[src/rtl/pwm_bank_if.sv]
// Register-access bus between the command decoder and the PWM bank.
// Strobes are single-cycle; read data returns one cycle after cfg_re.
interface pwm_bank_if #(
  parameter int WIDTH = 8
);
  logic             cfg_we;
  logic             cfg_re;
  logic [4:0]       cfg_addr;
  logic [WIDTH-1:0] cfg_wdata;
  logic [WIDTH-1:0] cfg_rdata;
  logic             cfg_rvalid;

  modport master (
    output cfg_we, cfg_re, cfg_addr, cfg_wdata,
    input  cfg_rdata, cfg_rvalid
  );

  modport slave (
    input  cfg_we, cfg_re, cfg_addr, cfg_wdata,
    output cfg_rdata, cfg_rvalid
  );
endinterface

[src/rtl/pwm_bank.sv]
// Multi-channel PWM bank with double-buffered duty/mode registers.
// Shadow registers load active copies only at the period wrap, so updates are glitch-free.
module pwm_bank #(
  parameter int N_CH     = 3,
  parameter int WIDTH    = 8,
  parameter int PRESCALE = 4
) (
  input  logic            clk_i,
  input  logic            rst_ni,
  pwm_bank_if.slave       cfg,
  output logic [N_CH-1:0] pwm_out_o,
  output logic            period_tick_o,
  output logic [N_CH-1:0] oneshot_done_o
);

  localparam int             PW       = (PRESCALE > 1) ? $clog2(PRESCALE) : 1;
  localparam logic [PW-1:0]  PRE_LAST = PW'(PRESCALE - 1);
  localparam logic [WIDTH-1:0] CNT_LAST = '1;

  typedef enum logic [1:0] {
    M_OFF     = 2'd0,
    M_PWM     = 2'd1,
    M_ONESHOT = 2'd2,
    M_ON      = 2'd3
  } mode_e;

  logic [PW-1:0]    pre_q, pre_d;
  logic [WIDTH-1:0] cnt_q, cnt_d;
  logic [WIDTH-1:0] sh_duty_q [N_CH];
  logic [WIDTH-1:0] sh_duty_d [N_CH];
  mode_e            sh_mode_q [N_CH];
  mode_e            sh_mode_d [N_CH];
  logic [WIDTH-1:0] act_duty_q [N_CH];
  logic [WIDTH-1:0] act_duty_d [N_CH];
  mode_e            act_mode_q [N_CH];
  mode_e            act_mode_d [N_CH];
  logic [WIDTH-1:0] rem_q [N_CH];
  logic [WIDTH-1:0] rem_d [N_CH];
  logic [N_CH-1:0]  arm_q, arm_d;
  logic [N_CH-1:0]  fin_q, fin_d;
  logic [N_CH-1:0]  pwm_q, pwm_d;
  logic [N_CH-1:0]  done_q, done_d;
  logic             tick_q, tick_d;
  logic [WIDTH-1:0] rdata_q, rdata_d;
  logic             rvalid_q, rvalid_d;

  logic             pre_tick_s;
  logic             wrap_s;
  logic [WIDTH-1:0] rd_val_s;
  logic [N_CH-1:0]  wr_duty_s;
  logic [N_CH-1:0]  wr_mode_s;

  // Next-state logic: timebase, per-channel mode engine, register access
  always_comb begin
    pre_tick_s = (pre_q == PRE_LAST);
    wrap_s     = pre_tick_s && (cnt_q == CNT_LAST);
    if (pre_tick_s) begin
      pre_d = '0;
      cnt_d = cnt_q + WIDTH'(1);
    end else begin
      pre_d = pre_q + PW'(1);
      cnt_d = cnt_q;
    end
    tick_d   = wrap_s;
    done_d   = fin_q;
    rd_val_s = '0;

    for (int i = 0; i < N_CH; i++) begin
      wr_duty_s[i]  = cfg.cfg_we && (cfg.cfg_addr == 5'(i));
      wr_mode_s[i]  = cfg.cfg_we && (cfg.cfg_addr == 5'(16 + i));
      sh_duty_d[i]  = sh_duty_q[i];
      sh_mode_d[i]  = sh_mode_q[i];
      act_duty_d[i] = act_duty_q[i];
      act_mode_d[i] = act_mode_q[i];
      rem_d[i]      = rem_q[i];
      arm_d[i]      = arm_q[i];
      fin_d[i]      = 1'b0;

      rd_val_s = rd_val_s
               | ((cfg.cfg_addr == 5'(i))      ? sh_duty_q[i] : '0)
               | ((cfg.cfg_addr == 5'(16 + i)) ? WIDTH'(sh_mode_q[i]) : '0);

      case (act_mode_q[i])
        M_OFF:     pwm_d[i] = 1'b0;
        M_PWM:     pwm_d[i] = (cnt_q < act_duty_q[i]);
        M_ONESHOT: pwm_d[i] = (rem_q[i] != '0);
        M_ON:      pwm_d[i] = 1'b1;
        default:   pwm_d[i] = 1'b0;
      endcase

      if (wrap_s) begin
        act_duty_d[i] = sh_duty_q[i];
        if (arm_q[i]) begin
          arm_d[i]      = 1'b0;
          act_mode_d[i] = M_ONESHOT;
          rem_d[i]      = sh_duty_q[i];
          if (sh_duty_q[i] == '0) begin
            fin_d[i]      = 1'b1;
            act_mode_d[i] = M_OFF;
            sh_mode_d[i]  = M_OFF;
          end else begin
            fin_d[i]      = 1'b0;
          end
        end else if ((act_mode_q[i] == M_ONESHOT) && (sh_mode_q[i] == M_ONESHOT)) begin
          // Last period of the train: drop output and retire the channel to OFF
          if (rem_q[i] <= WIDTH'(1)) begin
            rem_d[i]      = '0;
            fin_d[i]      = 1'b1;
            act_mode_d[i] = M_OFF;
            sh_mode_d[i]  = M_OFF;
          end else begin
            rem_d[i]      = rem_q[i] - WIDTH'(1);
          end
        end else begin
          act_mode_d[i] = sh_mode_q[i];
          rem_d[i]      = '0;
        end
      end else begin
        act_duty_d[i] = act_duty_q[i];
      end

      // Host writes take priority over the one-shot auto-clear
      if (wr_duty_s[i]) begin
        sh_duty_d[i] = cfg.cfg_wdata;
      end else begin
        sh_duty_d[i] = sh_duty_d[i];
      end
      if (wr_mode_s[i]) begin
        sh_mode_d[i] = mode_e'(cfg.cfg_wdata[1:0]);
        arm_d[i]     = (cfg.cfg_wdata[1:0] == 2'd2);
      end else begin
        sh_mode_d[i] = sh_mode_d[i];
      end
    end

    if (cfg.cfg_re) begin
      rvalid_d = 1'b1;
      rdata_d  = rd_val_s;
    end else begin
      rvalid_d = 1'b0;
      rdata_d  = rdata_q;
    end
  end

  // State registers
  always_ff @(posedge clk_i or negedge rst_ni) begin
    if (!rst_ni) begin
      pre_q    <= '0;
      cnt_q    <= '0;
      arm_q    <= '0;
      fin_q    <= '0;
      pwm_q    <= '0;
      done_q   <= '0;
      tick_q   <= 1'b0;
      rdata_q  <= '0;
      rvalid_q <= 1'b0;
      for (int i = 0; i < N_CH; i++) begin
        sh_duty_q[i]  <= '0;
        sh_mode_q[i]  <= M_OFF;
        act_duty_q[i] <= '0;
        act_mode_q[i] <= M_OFF;
        rem_q[i]      <= '0;
      end
    end else begin
      pre_q      <= pre_d;
      cnt_q      <= cnt_d;
      arm_q      <= arm_d;
      fin_q      <= fin_d;
      pwm_q      <= pwm_d;
      done_q     <= done_d;
      tick_q     <= tick_d;
      rdata_q    <= rdata_d;
      rvalid_q   <= rvalid_d;
      sh_duty_q  <= sh_duty_d;
      sh_mode_q  <= sh_mode_d;
      act_duty_q <= act_duty_d;
      act_mode_q <= act_mode_d;
      rem_q      <= rem_d;
    end
  end

  assign pwm_out_o      = pwm_q;
  assign period_tick_o  = tick_q;
  assign oneshot_done_o = done_q;
  assign cfg.cfg_rdata  = rdata_q;
  assign cfg.cfg_rvalid = rvalid_q;

endmodule

[src/flat_wrapper.sv]
// flat-port wrapper written by rule: the top's interface ports become plain ports
module pwm_bank_flat 
#(
  parameter int N_CH     = 3,
  parameter int WIDTH    = 8,
  parameter int PRESCALE = 4
)
  (clk_i, rst_ni, pwm_out_o, period_tick_o, oneshot_done_o, cfg_cfg_we, cfg_cfg_re, cfg_cfg_addr, cfg_cfg_wdata, cfg_cfg_rdata, cfg_cfg_rvalid);
  pwm_bank_if #(.WIDTH(WIDTH)) cfg_i ();
  input  logic clk_i;
  input  logic rst_ni;
  output logic [N_CH-1:0] pwm_out_o;
  output logic period_tick_o;
  output logic [N_CH-1:0] oneshot_done_o;
  input wire logic [$bits(cfg_i.cfg_we)-1:0] cfg_cfg_we;
  input wire logic [$bits(cfg_i.cfg_re)-1:0] cfg_cfg_re;
  input wire logic [$bits(cfg_i.cfg_addr)-1:0] cfg_cfg_addr;
  input wire logic [$bits(cfg_i.cfg_wdata)-1:0] cfg_cfg_wdata;
  output wire logic [$bits(cfg_i.cfg_rdata)-1:0] cfg_cfg_rdata;
  output wire logic [$bits(cfg_i.cfg_rvalid)-1:0] cfg_cfg_rvalid;
  assign cfg_i.cfg_we = cfg_cfg_we;
  assign cfg_i.cfg_re = cfg_cfg_re;
  assign cfg_i.cfg_addr = cfg_cfg_addr;
  assign cfg_i.cfg_wdata = cfg_cfg_wdata;
  assign cfg_cfg_rdata = cfg_i.cfg_rdata;
  assign cfg_cfg_rvalid = cfg_i.cfg_rvalid;
  pwm_bank #(.N_CH(N_CH), .WIDTH(WIDTH), .PRESCALE(PRESCALE)) u_core (.clk_i(clk_i), .rst_ni(rst_ni), .cfg(cfg_i), .pwm_out_o(pwm_out_o), .period_tick_o(period_tick_o), .oneshot_done_o(oneshot_done_o));
endmodule
[config.mk]
export PLATFORM = sky130hd
export DESIGN_NAME = pwm_bank_flat
export DESIGN_NICKNAME = d
export VERILOG_FILES = /design/src/rtl/pwm_bank_if.sv /design/src/rtl/pwm_bank.sv /design/src/flat_wrapper.sv
export SDC_FILE = /design/constraint.sdc
export NUM_CORES = 1
export LEC_CHECK = 0
export CAP_MARGIN = 5
export CORE_UTILIZATION = 60
export DETAILED_ROUTE_END_ITERATION = 7
export PLACE_DENSITY = 0.8
export SYNTH_ARGS = -nofsm -noshare
export SYNTH_HDL_FRONTEND = slang
export SYNTH_SLANG_ARGS = --single-unit
[constraint.sdc]
create_clock -name clk_i -period 2.4 [get_ports clk_i]
set_clock_uncertainty 0.2 [all_clocks]
set_input_delay 0.24 -clock clk_i [delete_from_list [all_inputs] [get_ports clk_i]]
set_output_delay 0.24 -clock clk_i [all_outputs]
set_load 0.02 [all_outputs]
==> impl_metrics.py, run 1 <==
metrics = {
    "finish": {
        "num-nets-final": 710,
        "drive_gt1_share_pct": 15.9,
        "antennaDiodeCount": 0,
        "area_growth_syn_to_layout_pct": 21.0,
    },
    "synth": {
        "synth_cell_types": 69,
        "synth-seq-area-share_pct": 47.8,
        "synth_ff_type": "dfrtp_1",
        "syn_inst": 604,
        "yosys_warnings": 0,
        "synthArstFlopShare_pct": 100,
        "synth_area_per_cell_um2": 10.1,
        "syn-cell-area_um2": 6070,
        "syn-num-nets": 653,
        "ys_seq_elements": 116,
        "synth-edff-count": 0,
    },
    "power_and_ir_drop": {
        "p_clk_share_pct": 49.8,
        "p_per_area_nw_per_um2": 737,
        "p_comb_share_pct": 7.8,
        "p_leak_nw": 3.33,
        "peakVddDrop_mv": 0.427,
        "p_int_w": 0.00410,
        "swShare_pct": 24.3,
        "p_seq_share_pct": 42.4,
        "switching_power_w": 0.00132,
    },
    "floorplanning": {
        "fp.coreArea_um2": 9770,
        "dieArea_um2": 10500,
        "floorplan.io_pins": 33,
        "start_util_pct": 62.1,
        "rows": 36,
        "fp.dieW_um": 103,
        "dieHeight_um": 103,
    },
    "placement": {
        "place_hpwl_mm": 10.8,
        "pre_cts_slack_ns": 0.120,
        "portBuffers": 32,
        "gp_congestion": 0.964,
    },
    "routing": {
        "wirelength_mm": 15.9,
        "ant_nets": 0,
        "vias_per_cell": 6.29,
        "drt-initial-drc-count": 457,
        "drc_errors": 0,
        "wl_per_cell_um": 19.7,
        "vias": 5077,
        "drt-pass1-iter-count": 5,
    },
    "grt": {
        "grt_usage_pct": 32.7,
        "grt_max_degree": 57,
        "gr-total-overflow": 0,
        "antenna_found_initial": 0,
        "grt_pass1_wl_mm": 25.4,
        "grt_pass1_vias": 5022,
    },
    "clock_network": {
        "cts_tree": "yes",
        "clk_path_buf_depth": 2,
        "cts_made_buffers": 17,
        "clk_root_buffer_cell": "clkbuf_8",
        "path_clk_slew_ns": 0.06,
        "cts_setup_buffers": 0,
        "clock-sinks": 116,
        "ctsHtreeMaxLevel": 4,
        "worstSkewPairLatency_ns": 0.53,
    },
    "timing": {
        "tns_ns": 0,
        "rsz0062_at_grt": "false",
        "worstMarginPinSlew_ns": 0.732,
        "post-route-period-util_pct": 93.6,
        "fin_crit_ns": 2.25,
        "slew_headroom_pct": 50.7,
        "slew_violations": 0,
        "whs_ns": 0.0133,
        "setup_violations": 0,
        "hold_violations": 0,
        "fin_ws_ns": 0.154,
        "fmax_ghz": 0.445,
    },
    "critical_path": {
        "r2r-start": "u_core.cnt_q[1]",
        "cp-end-kind": "flop",
        "crit_fanout": 5,
        "r2r_slack_ns": 0.15,
        "cp.required_ns": 2.59,
        "crit_type": "reg -> reg",
        "start_kind": "flop",
        "r2r_end": "u_core.sh_mode_q[5]",
        "worstRegToRegCells": 5,
        "arrival_ns": 2.44,
    },
    "outcome": {
        "outcome": "finished clean",
    },
    "flow_run": {
        "cap_violations": 0,
    },
    "worst_hold_path": {
        "hold_class": "in -> async",
    },
}
[kinds of logic (layout without fill, tap and decap cells)]
| kind of cell | count (synthesis) | after routing | synth area share (%) |
|---|---|---|---|
| buffers and inverters | 83 | 153 | 5.60 |
| and+or+nand+nor | 180 | 180 | 15.8 |
| AOI/OAI and AO/OA | 155 | 155 | 16.9 |
| xor gates and xnor gates | 7 | 7 | 1.01 |
| muxes | 31 | 31 | 6.26 |
| DFF | 116 | 116 | 47.8 |
| adders and majority gates | 32 | 32 | 6.59 |
[registers in the layout, summed over array words and instances (netlist names), 6 cells and up]
signal,flops
u_core.sh_mode_q,6
u_core.act_mode_q,6
u_core.cfg.cfg_rdata,8
u_core.cnt_q,8
u_core.act_duty_q,24
u_core.sh_duty_q,24
u_core.rem_q,24
[power groups by stage]
| stage | Sequential, W | Combinational (W) | Clock, W |
|---|---|---|---|
| CTS | 0.00228 | 0.000420 | 0.00272 |
| global route | 0.00230 | 0.000454 | 0.00281 |
| finish | 0.00230 | 0.000421 | 0.00270 |
| floorplan | 0.00221 | 0.000237 | 0 |
| global placement | 0.00231 | 0.000394 | 0 |
| detailed placement | 0.00231 | 0.000409 | 0 |
[how the worst max path moves through the flow]
stage,start,end,slack [ns],depth (start not counted)
global route,u_core.rem_q[16],u_core.rem_q[23],0.07,7
finish,u_core.cnt_q[1],u_core.sh_mode_q[5],0.15,5
global placement,cfg_cfg_addr[1],u_core.sh_mode_q[4],0.16,5
detailed placement,cfg_cfg_addr[3],u_core.sh_mode_q[4],0.12,5
CTS,u_core.cnt_q[1],u_core.rem_q[0],0.15,6
floorplan,u_core.rem_q[16],u_core.rem_q[23],0.29,7
[layout by cell type, fill, tap and decap left out, types with 15 or more instances in the layout]
cell type | Yosys | final
dfrtp_1 | 116 | 116
nand2_1 | 60 | 60
inv_1 | 58 | 58
o21ai_0 | 37 | 37
ha_1 | 32 | 32
clkdlybuf4s50_1 | 0 | 31
nor2_1 | 31 | 30
buf_4 | 1 | 29
a31oi_1 | 21 | 21
a21oi_1 | 19 | 19
mux2_2 | 19 | 19
a32oi_1 | 18 | 18
nand3_1 | 17 | 16
o22ai_1 | 16 | 16
clkbuf_16 | 0 | 16
nor3_1 | 15 | 15
[final cells by class]
class,count,area [um2]
clock buffers,23,487
clock inverters,9,148
fillers,671,2420
inverters,58,218
multi-input cells,405,2850
flip-flops and latches,116,2900
well taps,133,166
repair buffers,63,578
[stage by stage]
| step | util [%] | cells | instance area, um2 | power [W] |
|---|---|---|---|---|
| 4_1_cts | 75.1 | 807 | 7340 | 0.00542 |
| 3_3_place_gp | 68.5 | 774 | 6700 | 0.00270 |
| 2_1_floorplan | - | 604 | 6070 | 0.00245 |
| 5_1_grt | 75.2 | 807 | 7350 | 0.00556 |
| 3_5_place_dp | 68.5 | 774 | 6700 | 0.00272 |
| 6_report | 75.2 | 807 | 7350 | 0.00542 |
[metal layers]
metal	wire (um)	GRT usage, %
met1	6370	40.7
met2	7820	53.6
met3	1160	9.56
met4	513	13.7
met5	0	0
[cell usage after synthesis, drive strengths merged, types with 6 or more instances]
| library cell | count | area (um2) |
|---|---|---|
| dfrtp | 116 | 2900 |
| ha | 32 | 400 |
| mux2 | 25 | 304 |
| nand3 | 17 | 85.1 |
| a22oi | 9 | 67.6 |
| a32oi | 18 | 158 |
| nor3 | 17 | 101 |
| nand4 | 6 | 37.5 |
| buf | 10 | 65.1 |
| inv | 58 | 218 |
| xnor2 | 6 | 52.6 |
| a21oi | 19 | 95.1 |
| and2 | 6 | 37.5 |
| clkbuf | 15 | 57.6 |
| nand2 | 62 | 243 |
| o21ai | 39 | 195 |
| a31oi | 21 | 131 |
| nor4 | 8 | 50.1 |
| o22ai | 16 | 100 |
| nor2 | 33 | 143 |
[worst max-delay path, cell delays in order (launching register included)]
cell and delay [ns]:
dfrtp_1 0.44, ha_1 0.22, and4_1 0.29, nand3_1 0.31, nor3_1 0.53, o22ai_1 0.12
[repair_timing]
action | in CTS | in global routing
resized for setup | 0 | 1
endpoints found under the hold margin | 116 | 0
setup endpoints to repair | 0 | 1
hold buffers | 1 | 0
Power figures use the tool's default switching activity.
==> run 2: changes to the inputs <==
--- a/config.mk
+++ b/config.mk
@@ -5,7 +5,7 @@
 export SDC_FILE = /design/constraint.sdc
 export NUM_CORES = 1
 export LEC_CHECK = 0
-export CAP_MARGIN = 5
+export CAP_MARGIN = 25
 export CORE_UTILIZATION = 60
 export DETAILED_ROUTE_END_ITERATION = 7
 export PLACE_DENSITY = 0.8
==> results of run 2 <==
No change in the layout: final DEF, timing and power equal those of run 1.
